<file path="src/rtl/wb_sequencer_if.sv">
// wb_sequencer_if -- write-back request/grant and register-file write bundle.
//
// Signals:
//   req         [6:0]  write-back requests, bit i-1 = source i (1..7)
//   dest        [34:0] destination register per source, source i at [5i-1:5i-5]
//   stall       1      blocks new grants and holds a selected transfer
//   ack         [6:0]  one-hot, one-cycle grant pulse, bit i-1 = source i
//   reg_src_sel [2:0]  register-source mux select (0 = constant 227 source)
//   reg_dst     [4:0]  register-file write address
//   reg_write   1      register-file write enable
//   busy        1      low only while the sequencer is idle
//   init_done   1      stack-pointer init write has completed
//
// Modports:
//   master -- the sequencer (drives grants and the register-file write port)
//   slave  -- requesters / register file side
interface wb_sequencer_if;
  logic [6:0]  req;
  logic [34:0] dest;
  logic        stall;
  logic [6:0]  ack;
  logic [2:0]  reg_src_sel;
  logic [4:0]  reg_dst;
  logic        reg_write;
  logic        busy;
  logic        init_done;

  modport master (
    input  req, dest, stall,
    output ack, reg_src_sel, reg_dst, reg_write, busy, init_done
  );

  modport slave (
    output req, dest, stall,
    input  ack, reg_src_sel, reg_dst, reg_write, busy, init_done
  );
endinterface

</file>
<file path="src/rtl/wb_sequencer.sv">
// wb_sequencer -- arbitrates seven write-back sources onto a single
// register-file write port. After every reset it first writes the constant
// 227 source into register 29 (stack pointer), then serves requests with a
// select cycle (SEL, ack pulse) followed by a write cycle (WR, reg_write).
// A new grant may be issued from the WR cycle, giving one write per two
// cycles under sustained load.
//
// Ports:
//   clk    in   rising-edge clock
//   reset  in   synchronous, active-high reset
//   bus    wb_sequencer_if.master (req, dest, stall in; ack, reg_src_sel,
//          reg_dst, reg_write, busy, init_done out)
//
// Configuration:
//   WB_RR_EN  defined   -> round-robin arbitration, search starts at source
//                          (last_grant mod 7)+1 and wraps 7 -> 1
//             undefined -> fixed priority, lowest-numbered source wins
//
// All outputs come straight from registers.
module wb_sequencer (
  input  logic           clk,
  input  logic           reset,
  wb_sequencer_if.master bus
);

  typedef enum logic [2:0] {
    INIT_SEL = 3'd0,
    INIT_WR  = 3'd1,
    IDLE     = 3'd2,
    SEL      = 3'd3,
    WR       = 3'd4
  } state_e;

  state_e      state_q, state_d;
  logic [2:0]  sel_q, sel_d;
  logic [4:0]  dst_q, dst_d;
  logic        we_q, we_d;
  logic [6:0]  ack_q, ack_d;
  logic        busy_q, busy_d;
  logic        init_done_q, init_done_d;

  logic        grant_valid;
  logic [2:0]  winner_idx;   // bit index of the winning source (0..6)
  logic [4:0]  dest_arr [0:6];

  // Unpack the per-source destination fields.
  for (genvar gi = 0; gi < 7; gi++) begin : g_dest
    assign dest_arr[gi] = bus.dest[gi*5 +: 5];
  end

`ifdef WB_RR_EN
  logic [2:0] last_q, last_d;   // last granted source number (1..7)

  always_comb begin
    int start;
    int idx;
    grant_valid = 1'b0;
    winner_idx  = 3'd0;
    // Source (last mod 7)+1 sits at bit index (last mod 7).
    start = (last_q == 3'd7) ? 0 : int'(last_q);
    for (int k = 0; k < 7; k++) begin
      idx = start + k;
      if (idx >= 7) idx = idx - 7;
      if (!grant_valid && bus.req[idx]) begin
        grant_valid = 1'b1;
        winner_idx  = 3'(idx);
      end
    end
  end
`else
  always_comb begin
    grant_valid = 1'b0;
    winner_idx  = 3'd0;
    for (int k = 0; k < 7; k++) begin
      if (!grant_valid && bus.req[k]) begin
        grant_valid = 1'b1;
        winner_idx  = 3'(k);
      end
    end
  end
`endif

  always_comb begin
    state_d     = state_q;
    sel_d       = sel_q;
    dst_d       = dst_q;
    we_d        = 1'b0;
    ack_d       = 7'd0;
    init_done_d = init_done_q | (state_q == IDLE);
`ifdef WB_RR_EN
    last_d      = last_q;
`endif

    case (state_q)
      // The reset cycle already occupies INIT_SEL with cleared outputs, so
      // the constant select/address are registered on leaving INIT_SEL and
      // the write strobe on leaving INIT_WR.
      INIT_SEL: begin
        sel_d   = 3'd0;
        dst_d   = 5'd29;
        state_d = INIT_WR;
      end
      INIT_WR: begin
        we_d    = 1'b1;
        state_d = IDLE;
      end
      IDLE, WR: begin
        if (!bus.stall && grant_valid) begin
          sel_d   = winner_idx + 3'd1;
          dst_d   = dest_arr[winner_idx];
          ack_d   = 7'd1 << winner_idx;
          state_d = SEL;
`ifdef WB_RR_EN
          last_d  = winner_idx + 3'd1;
`endif
        end else begin
          state_d = IDLE;
          // Move the mux off the constant source once init is over.
          if (sel_q == 3'd0) sel_d = 3'd1;
        end
      end
      SEL: begin
        // Write strobe lands in the WR cycle; a zero destination is
        // acknowledged but never written.
        if (!bus.stall) begin
          we_d    = (dst_q != 5'd0);
          state_d = WR;
        end
      end
      default: state_d = INIT_SEL;
    endcase

    // Busy covers every cycle except a quiet IDLE (including the init
    // strobe that lands as IDLE is entered).
    busy_d = !((state_d == IDLE) && !we_d);
  end

  always_ff @(posedge clk) begin
    if (reset) begin
      state_q     <= INIT_SEL;
      sel_q       <= 3'd0;
      dst_q       <= 5'd0;
      we_q        <= 1'b0;
      ack_q       <= 7'd0;
      busy_q      <= 1'b1;
      init_done_q <= 1'b0;
`ifdef WB_RR_EN
      last_q      <= 3'd7;
`endif
    end else begin
      state_q     <= state_d;
      sel_q       <= sel_d;
      dst_q       <= dst_d;
      we_q        <= we_d;
      ack_q       <= ack_d;
      busy_q      <= busy_d;
      init_done_q <= init_done_d;
`ifdef WB_RR_EN
      last_q      <= last_d;
`endif
    end
  end

  assign bus.ack         = ack_q;
  assign bus.reg_src_sel = sel_q;
  assign bus.reg_dst     = dst_q;
  assign bus.reg_write   = we_q;
  assign bus.busy        = busy_q;
  assign bus.init_done   = init_done_q;

endmodule

</file>
<file path="src/flat_wrapper.sv">
// flat-port wrapper written by rule: the top's interface ports become plain ports
module wb_sequencer_flat 
  (clk, reset, bus_req, bus_dest, bus_stall, bus_ack, bus_reg_src_sel, bus_reg_dst, bus_reg_write, bus_busy, bus_init_done);
  wb_sequencer_if bus_i ();
  input  logic clk;
  input  logic reset;
  input wire logic [$bits(bus_i.req)-1:0] bus_req;
  input wire logic [$bits(bus_i.dest)-1:0] bus_dest;
  input wire logic [$bits(bus_i.stall)-1:0] bus_stall;
  output wire logic [$bits(bus_i.ack)-1:0] bus_ack;
  output wire logic [$bits(bus_i.reg_src_sel)-1:0] bus_reg_src_sel;
  output wire logic [$bits(bus_i.reg_dst)-1:0] bus_reg_dst;
  output wire logic [$bits(bus_i.reg_write)-1:0] bus_reg_write;
  output wire logic [$bits(bus_i.busy)-1:0] bus_busy;
  output wire logic [$bits(bus_i.init_done)-1:0] bus_init_done;
  assign bus_i.req = bus_req;
  assign bus_i.dest = bus_dest;
  assign bus_i.stall = bus_stall;
  assign bus_ack = bus_i.ack;
  assign bus_reg_src_sel = bus_i.reg_src_sel;
  assign bus_reg_dst = bus_i.reg_dst;
  assign bus_reg_write = bus_i.reg_write;
  assign bus_busy = bus_i.busy;
  assign bus_init_done = bus_i.init_done;
  wb_sequencer u_core (.clk(clk), .reset(reset), .bus(bus_i));
endmodule
</file>
<file path="config.mk">
export PLATFORM = sky130hd
export DESIGN_NAME = wb_sequencer_flat
export DESIGN_NICKNAME = d
export VERILOG_FILES = /design/src/rtl/wb_sequencer_if.sv /design/src/rtl/wb_sequencer.sv /design/src/flat_wrapper.sv
export SDC_FILE = /design/constraint.sdc
export NUM_CORES = 1
export LEC_CHECK = 0
export CAP_MARGIN = 25
export CORE_AREA = 3 3 61 63
export DETAILED_ROUTE_END_ITERATION = 12
export DIE_AREA = 0 0 64 66
export PLACE_DENSITY = 0.78
export SKIP_LAST_GASP = 1
export SYNTH_ARGS = -nofsm -noshare
export SYNTH_HDL_FRONTEND = slang
export SYNTH_SLANG_ARGS = --single-unit
</file>
<file path="constraint.sdc">
create_clock -name clk -period 2.7 [get_ports clk]
set_input_delay 0.405 -clock clk [delete_from_list [all_inputs] [get_ports clk]]
set_output_delay 0.405 -clock clk [all_outputs]
set_load 0.02 [all_outputs]
</file>
==> impl_summary.log, run 1 <==
INFO  metric timing.final.crit_period = 2.227 ns
INFO  metric synth-edff-count = 0
INFO  metric worst_slew_pin_slew = 0.6384 ns
INFO  metric clkLatencyLatePin = 0.32 ns
INFO  metric post_route_clock_period_utilization = 0.8248
INFO  metric worstHoldPathCells = 2
INFO  metric ant_nets = 0
INFO  metric number_of_instances_in_the_synthesized_netlist = 160
INFO  metric reg2regPathDepth = 4
INFO  metric post_cts_buffers = 0
INFO  metric highest-signal-layer = met4
INFO  metric tritoncts.num_buffers = 3
INFO  metric firstDrtPassIters = 4
INFO  metric met3WireLength = 263 µm
INFO  metric holdBufCountCts = 0
INFO  metric drv_cap = 0
INFO  metric synth-seq-cells = 21
INFO  metric global_route.usage.total = 0.1826
INFO  metric synth.net_count = 209
INFO  metric antenna_found_initial = 0
INFO  metric holdCritPathClass = reg2reg
INFO  metric first_global_vias = 1366
INFO  metric routedWlPerCell = 13.38 µm
INFO  metric num_vias = 1455
INFO  metric crit_fanout = 14
INFO  metric power_per_standard_cell_area = 366.9 nW/µm²
INFO  metric synthesis.yosys.warnings = 0
INFO  metric globalRouteOverflowTotal = 0
INFO  metric yosys.cell_types.count = 44
INFO  metric cts.sinks = 21
INFO  metric drc_errors = 0
INFO  metric ctsResizeCount = 0
INFO  metric route.detailed.vias_per_inst = 5.409
INFO  metric tritoncts = done
INFO  metric worst_ir_drop_vdd = 0.1412 mV
INFO  metric synth_async_sr_flop_share = 0
INFO  metric finalNetCount = 273
INFO  metric cp-start-kind = input pin
INFO  metric postSynthAreaPerCell = 8.023 µm²
INFO  metric postLayoutCoreUtil = 0.6076
INFO  metric dr.first_iter.drc_count = 86
INFO  metric timing.critical_path.to_type = flop
INFO  metric die_width = 64 µm
INFO  metric p_leak = 0.7585 nW
INFO  metric ctsLongestPathBuffers = 2
INFO  metric io_buffers = 62
INFO  metric beginning_of_the_worst_register_to_register_path = u_core.state_q[2]$_SDFF_PP0_
INFO  metric worst-r2r-setup-slack = 1.02 ns
INFO  metric grt_max_degree = 17
INFO  metric htree_levels = 1
INFO  metric layout-drive-gt1-share = 0.09417
INFO  metric grt_first_pass_wirelength = 6113 µm
INFO  metric clock_skew = 0.006437 ns
INFO  metric fp.coreArea = 3284 µm²
INFO  metric area_growth_from_synthesis_to_layout = 55.46%
INFO  metric crit_arrival = 2.43 ns
INFO  metric die_h = 66 µm
INFO  metric setup.worst_path.class = in2reg
INFO  metric fp-row-count = 21
INFO  metric fp.dieArea = 4224 µm²
INFO  metric fin_worst_hold_slack = 0.4802 ns
INFO  metric clkSlewWorstSetupHoldPaths = 0.11 ns
INFO  metric fmaxAchievable = 449.1 MHz
INFO  metric final.setup.tns = 0 ns
INFO  metric finalHoldViolCount = 0
INFO  metric grt_setup_unrepaired = no
INFO  metric wl_met1 = 1506 µm
INFO  metric wl_met2 = 1753 µm
INFO  metric crit-reg2reg-capture = u_core.bus.ack[3]$_SDFF_PP0_
INFO  metric preCtsSetupSlack = 0.1686 ns
INFO  metric num_antenna_cells = 0
INFO  metric fin_total_pwr = 732.3 µW
INFO  metric finalWeightedCongestion = 0.8078
INFO  metric outcome = finished, final reports clean
INFO  metric cts.root.buffer_cell = clkbuf_4
INFO  metric postRouteWirelength = 3599 µm
INFO  metric effective_utilization_at_floorplan = 0.3909
INFO  metric timing.slew.headroom = 0.5711
INFO  metric min_setup_slack_post_route = 0.4731 ns
INFO  metric cp.required = 2.90 ns
INFO  metric hold_startpoint = u_core.bus.init_done$_SDFF_PP0_
INFO  metric ys_dominant_reg_cell = dfxtp_1
INFO  metric synth.yosys.seq_area_share = 0.3275
INFO  metric number_of_i_o_pins = 63
INFO  metric synthesis.area = 1284 µm²
INFO  metric slew_violations = 0
INFO  metric hold-path-endpoint = u_core.bus.init_done$_SDFF_PP0_
INFO  metric hpwl = 2821 µm
INFO  metric finalSetupViolCount = 0
## power by group
part	switching [mW]	internal, mW	leakage (nW)
Clock	0.0953	0.0556	0.0177
Combinational	0.107	0.130	0.569
Sequential	0.0164	0.328	0.172
Total	0.219	0.513	0.758
## cells in the final DEF, fill, tap and decap left out, types with 2 or more instances in the layout
master,instances
o211ai_1,5
a221oi_1,4
buf_4,7
nor3b_1,3
clkdlybuf4s50_1,62
ha_1,4
o21ai_0,19
nand2b_1,4
clkbuf_4,3
a21oi_1,8
nand2_1,3
nor3_1,3
nand4_1,8
nand3_1,12
inv_1,8
dfxtp_1,21
a31o_2,4
or3_1,2
nor2_1,10
and3_1,8
## worst max-delay path, stage by stage
cell and delay, ns:
clkdlybuf4s50_1 0.49, or4_4 0.66, o21ai_4 0.24, maj3_2 0.27
or2_1 0.24, a221oi_1 0.12
## cell usage after synthesis (2+ instances only)
cell / count / area share
buf_4: 2 / 0.012
dfxtp_1: 21 / 0.33
and3_1: 8 / 0.039
or3_1: 2 / 0.0097
nor3b_1: 3 / 0.018
nor3_1: 3 / 0.012
nand2b_1: 4 / 0.019
nand3_1: 12 / 0.047
clkbuf_1: 7 / 0.020
o211ai_1: 5 / 0.029
nand2_1: 3 / 0.0088
o21ai_0: 19 / 0.074
a21oi_1: 8 / 0.031
ha_1: 4 / 0.039
inv_1: 8 / 0.023
nand4_1: 8 / 0.039
a31o_2: 4 / 0.027
a221oi_1: 4 / 0.027
nor2_1: 10 / 0.029
## how the worst max path moves through the flow
stage	end	cells past startpoint	startpoint	slack, ns
after floorplan	u_core.bus.reg_src_sel[1]$_SDFFE_PP0P_	7	bus_req[3]	0.49
after global placement	u_core.bus.reg_dst[0]$_SDFFE_PP0P_	6	bus_req[3]	0.19
after detailed placement	u_core.bus.reg_dst[0]$_SDFFE_PP0P_	6	bus_req[3]	0.17
after CTS	u_core.bus.reg_dst[0]$_SDFFE_PP0P_	6	bus_req[3]	0.50
after global routing	u_core.bus.reg_dst[0]$_SDFFE_PP0P_	6	bus_req[1]	0.38
final	u_core.bus.reg_dst[0]$_SDFFE_PP0P_	6	bus_req[3]	0.47
## cell type report
| class | instances | area (µm²) |
|---|---|---|
| well taps | 46 | 57.56 |
| flip-flops and latches | 21 | 420.4 |
| multi-input cells | 120 | 783.3 |
| inverters | 9 | 33.78 |
| clock buffers | 3 | 22.52 |
| clock inverters | 1 | 5.005 |
| repair buffers | 69 | 673.1 |
| fillers | 289 | 1289 |
## state kept, by name, summed over array words and instances (netlist names)
name / flops
u_core.bus.busy: 1
u_core.bus.reg_src_sel: 3
u_core.bus.init_done: 1
u_core.bus.reg_write: 1
u_core.bus.reg_dst: 5
u_core.state_q: 3
u_core.bus.ack: 7
## metrics by stage
stage	instance area, µm²	instances
floorplan	1284	160
global placement	1968	265
detailed placement	1968	265
CTS	1996	269
global route	1996	269
finish	1996	269
## cells by family after synthesis
logic type	Yosys count	synth area share
XOR/XNOR	2	0.01365
AO/OA/AOI/OAI	51	0.2661
buffers and inverters	19	0.06237
multiplexers	1	0.007798
flip-flops	21	0.3275
AND/OR/NAND/NOR	61	0.2749
adder cells (fa/ha/maj)	5	0.04776
## routing by layer
| layer | track usage | vias to the layer above |
|---|---|---|
| met5 | 0 | - |
| met4 | 0.08086 | 0 |
| met3 | 0.03231 | 7 |
| met2 | 0.2968 | 70 |
| met1 | 0.2352 | 650 |
| li1 | - | 728 |
(Power assumes the default switching activity.)
==> run 2, diff against run 1 <==
==> constraint.sdc (replaced) <==
create_clock -name clk -period 2.1 [get_ports clk]
set_input_delay 0.315 -clock clk [delete_from_list [all_inputs] [get_ports clk]]
set_output_delay 0.315 -clock clk [all_outputs]
set_load 0.02 [all_outputs]
==> impl_summary.log, run 2 (synthesis gave the netlist of run 1 again) <==
INFO  metric outcome = finished, final reports clean
INFO  metric setup.worst_path.class = in2reg
INFO  metric timing.critical_path.to_type = flop
INFO  metric slew_violations = 0
INFO  metric p_leak = 0.8519 nW
INFO  metric layout.cells.most_common = clkdlybuf4s50_1
INFO  metric grt_max_degree = 14
INFO  metric pwr-share-seq = 0.456
INFO  metric cp.required = 2.34 ns
INFO  metric cts.root.buffer_cell = clkbuf_4
INFO  metric cts.sinks = 21
INFO  metric timing.final.crit_period = 2.064 ns
INFO  metric die_width = 64 µm
INFO  metric global_route.usage.total = 0.1899
INFO  metric effective_utilization_at_floorplan = 0.3909
INFO  metric worst-r2r-setup-slack = 0.35 ns
INFO  metric cp-startpoint = bus_req[1]
INFO  metric clock_skew = 0.008205 ns
INFO  metric finalWeightedCongestion = 0.8377
INFO  metric drv_cap = 0
INFO  metric max_ffs_per_register = 7
INFO  metric hold_startpoint = u_core.bus.init_done$_SDFF_PP0_
INFO  metric postLayoutCoreUtil = 0.6545
INFO  metric final_cell_count_no_fill = 288
INFO  metric num_antenna_cells = 0
INFO  metric crit_fanout = 4
INFO  metric drc_errors = 0
INFO  metric tritoncts.num_buffers = 3
INFO  metric p_int = 684.8 µW
INFO  metric antenna_found_initial = 0
INFO  metric postRouteWirelength = 3863 µm
INFO  metric power_frac_comb = 0.351
INFO  metric fmaxAchievable = 484.5 MHz
INFO  metric cp-start-kind = input pin
INFO  metric dr.first_iter.drc_count = 128
INFO  metric route.detailed.vias_per_inst = 5.247
INFO  metric fp.dieArea = 4224 µm²
INFO  metric finalSetupViolCount = 0
INFO  metric clkSlewWorstSetupHoldPaths = 0.11 ns
INFO  metric io_buffers = 62
INFO  metric fill_cell_total_of_the_finished_layout = 267
INFO  metric fin_worst_hold_slack = 0.4902 ns
INFO  metric tritoncts = done
INFO  metric htree_levels = 1
INFO  metric num_vias = 1511
INFO  metric fin_total_pwr = 969.8 µW
INFO  metric power_per_standard_cell_area = 451.2 nW/µm²
INFO  metric globalRouteOverflowTotal = 0
INFO  metric number_of_i_o_pins = 63
INFO  metric ctsLongestPathBuffers = 2
INFO  metric postPlaceCellArea = 2103 µm²
INFO  metric fp-row-count = 21
INFO  metric power.switching_fraction = 0.2939
INFO  metric finalNetCount = 292
INFO  metric worst_slew_pin_slew = 0.6790 ns
INFO  metric finalInstanceArea = 2150 µm²
INFO  metric firstDrtPassIters = 4
INFO  metric power.switching = 285.0 µW
INFO  metric grt_first_pass_wirelength = 6458 µm
INFO  metric post_route_clock_period_utilization = 0.9828
INFO  metric holdCritPathClass = reg2reg
INFO  metric timing.slew.headroom = 0.5439
INFO  metric layout-drive-gt1-share = 0.1736
INFO  metric final_cell_mix = clkdlybuf4s50_1, buf_4, dfxtp_1, o21ai_0, nand3_1
INFO  metric clock_power_share = 0.193
INFO  metric first_global_vias = 1467
INFO  metric hpwl = 3170 µm
INFO  metric finalHoldViolCount = 0
INFO  metric die_h = 66 µm
INFO  metric worst_ir_drop_vdd = 0.2337 mV
INFO  metric grt_setup_unrepaired = yes
INFO  metric clkLatencyLatePin = 0.30 ns
INFO  metric ant_nets = 0
INFO  metric dpl.cell_count = 283
INFO  metric beginning_of_the_worst_register_to_register_path = u_core.state_q[2]$_SDFF_PP0_
INFO  metric routedWlPerCell = 13.41 µm
INFO  metric fp.coreArea = 3284 µm²
INFO  metric crit_arrival = 2.31 ns
INFO  metric area_growth_from_synthesis_to_layout = 67.45%
-- run 2: metrics by stage --
| step | setup slack (ns) | TNS (ns) |
|---|---|---|
| 2_1_floorplan | 0.08467 | 0 |
| 3_3_place_gp | -0.2452 | -1.467 |
| 3_5_place_dp | -0.3184 | -2.149 |
| 4_1_cts | 0.001196 | 0 |
| 5_1_grt | -0.006968 | -0.006968 |
| 6_report | 0.03614 | 0 |
-- run 2: repair_timing --
item                                    in CTS  in global routing
setup buffers                                0                  1
pin swaps                                    1                  2
gates resized for setup                      0                  4
endpoints found under the setup margin       1                  3
endpoints found under the hold margin        0                  0
hold buffers                                 0                  0
-- run 2: layout make-up --
class,instances,area [µm²],share of cell area
clock inverters,1,5.005,0.002328
repair buffers,88,815.8,0.3795
inverters,9,33.78,0.01572
clock buffers,3,22.52,0.01048
well taps,46,57.56,0.02678
multi-input cells,120,794.5,0.3696
flip-flops and latches,21,420.4,0.1956
-- run 2: power groups by stage --
stage,Combinational [mW],Sequential [mW],Clock (mW)
after floorplan,0.133,0.466,0
after global placement,0.327,0.451,0
after detailed placement,0.334,0.452,0
after CTS,0.336,0.442,0.193
after global routing,0.370,0.447,0.220
final,0.340,0.443,0.187
-- run 2: layer usage --
layer  vias up  wire (µm)  GRT usage  share of wire
li1        774          -          -              -
met1       679       1647     0.2363           0.43
met2        54       1938     0.3277           0.50
met3         4        230    0.03231          0.060
met4         0         46    0.06739          0.012
met5         -          0          0              0
-- run 2: path summary, 6_finish.rpt --
check	to	cells after the start
worst min-delay path	u_core.bus.init_done$_SDFF_PP0_	2
worst max register to register	u_core.bus.ack[3]$_SDFF_PP0_	4
worst max-delay path	u_core.bus.reg_src_sel[1]$_SDFFE_PP0P_	8
worst min register to register	u_core.bus.init_done$_SDFF_PP0_	2
-- run 2: critical path, cell delays in order --
cell             delay (ns)
clkdlybuf4s50_1        0.50
buf_4                  0.14
nor2_1                 0.04
a221o_1                0.36
buf_4                  0.15
ha_1                   0.29
or3_1                  0.37
a21oi_1                0.13
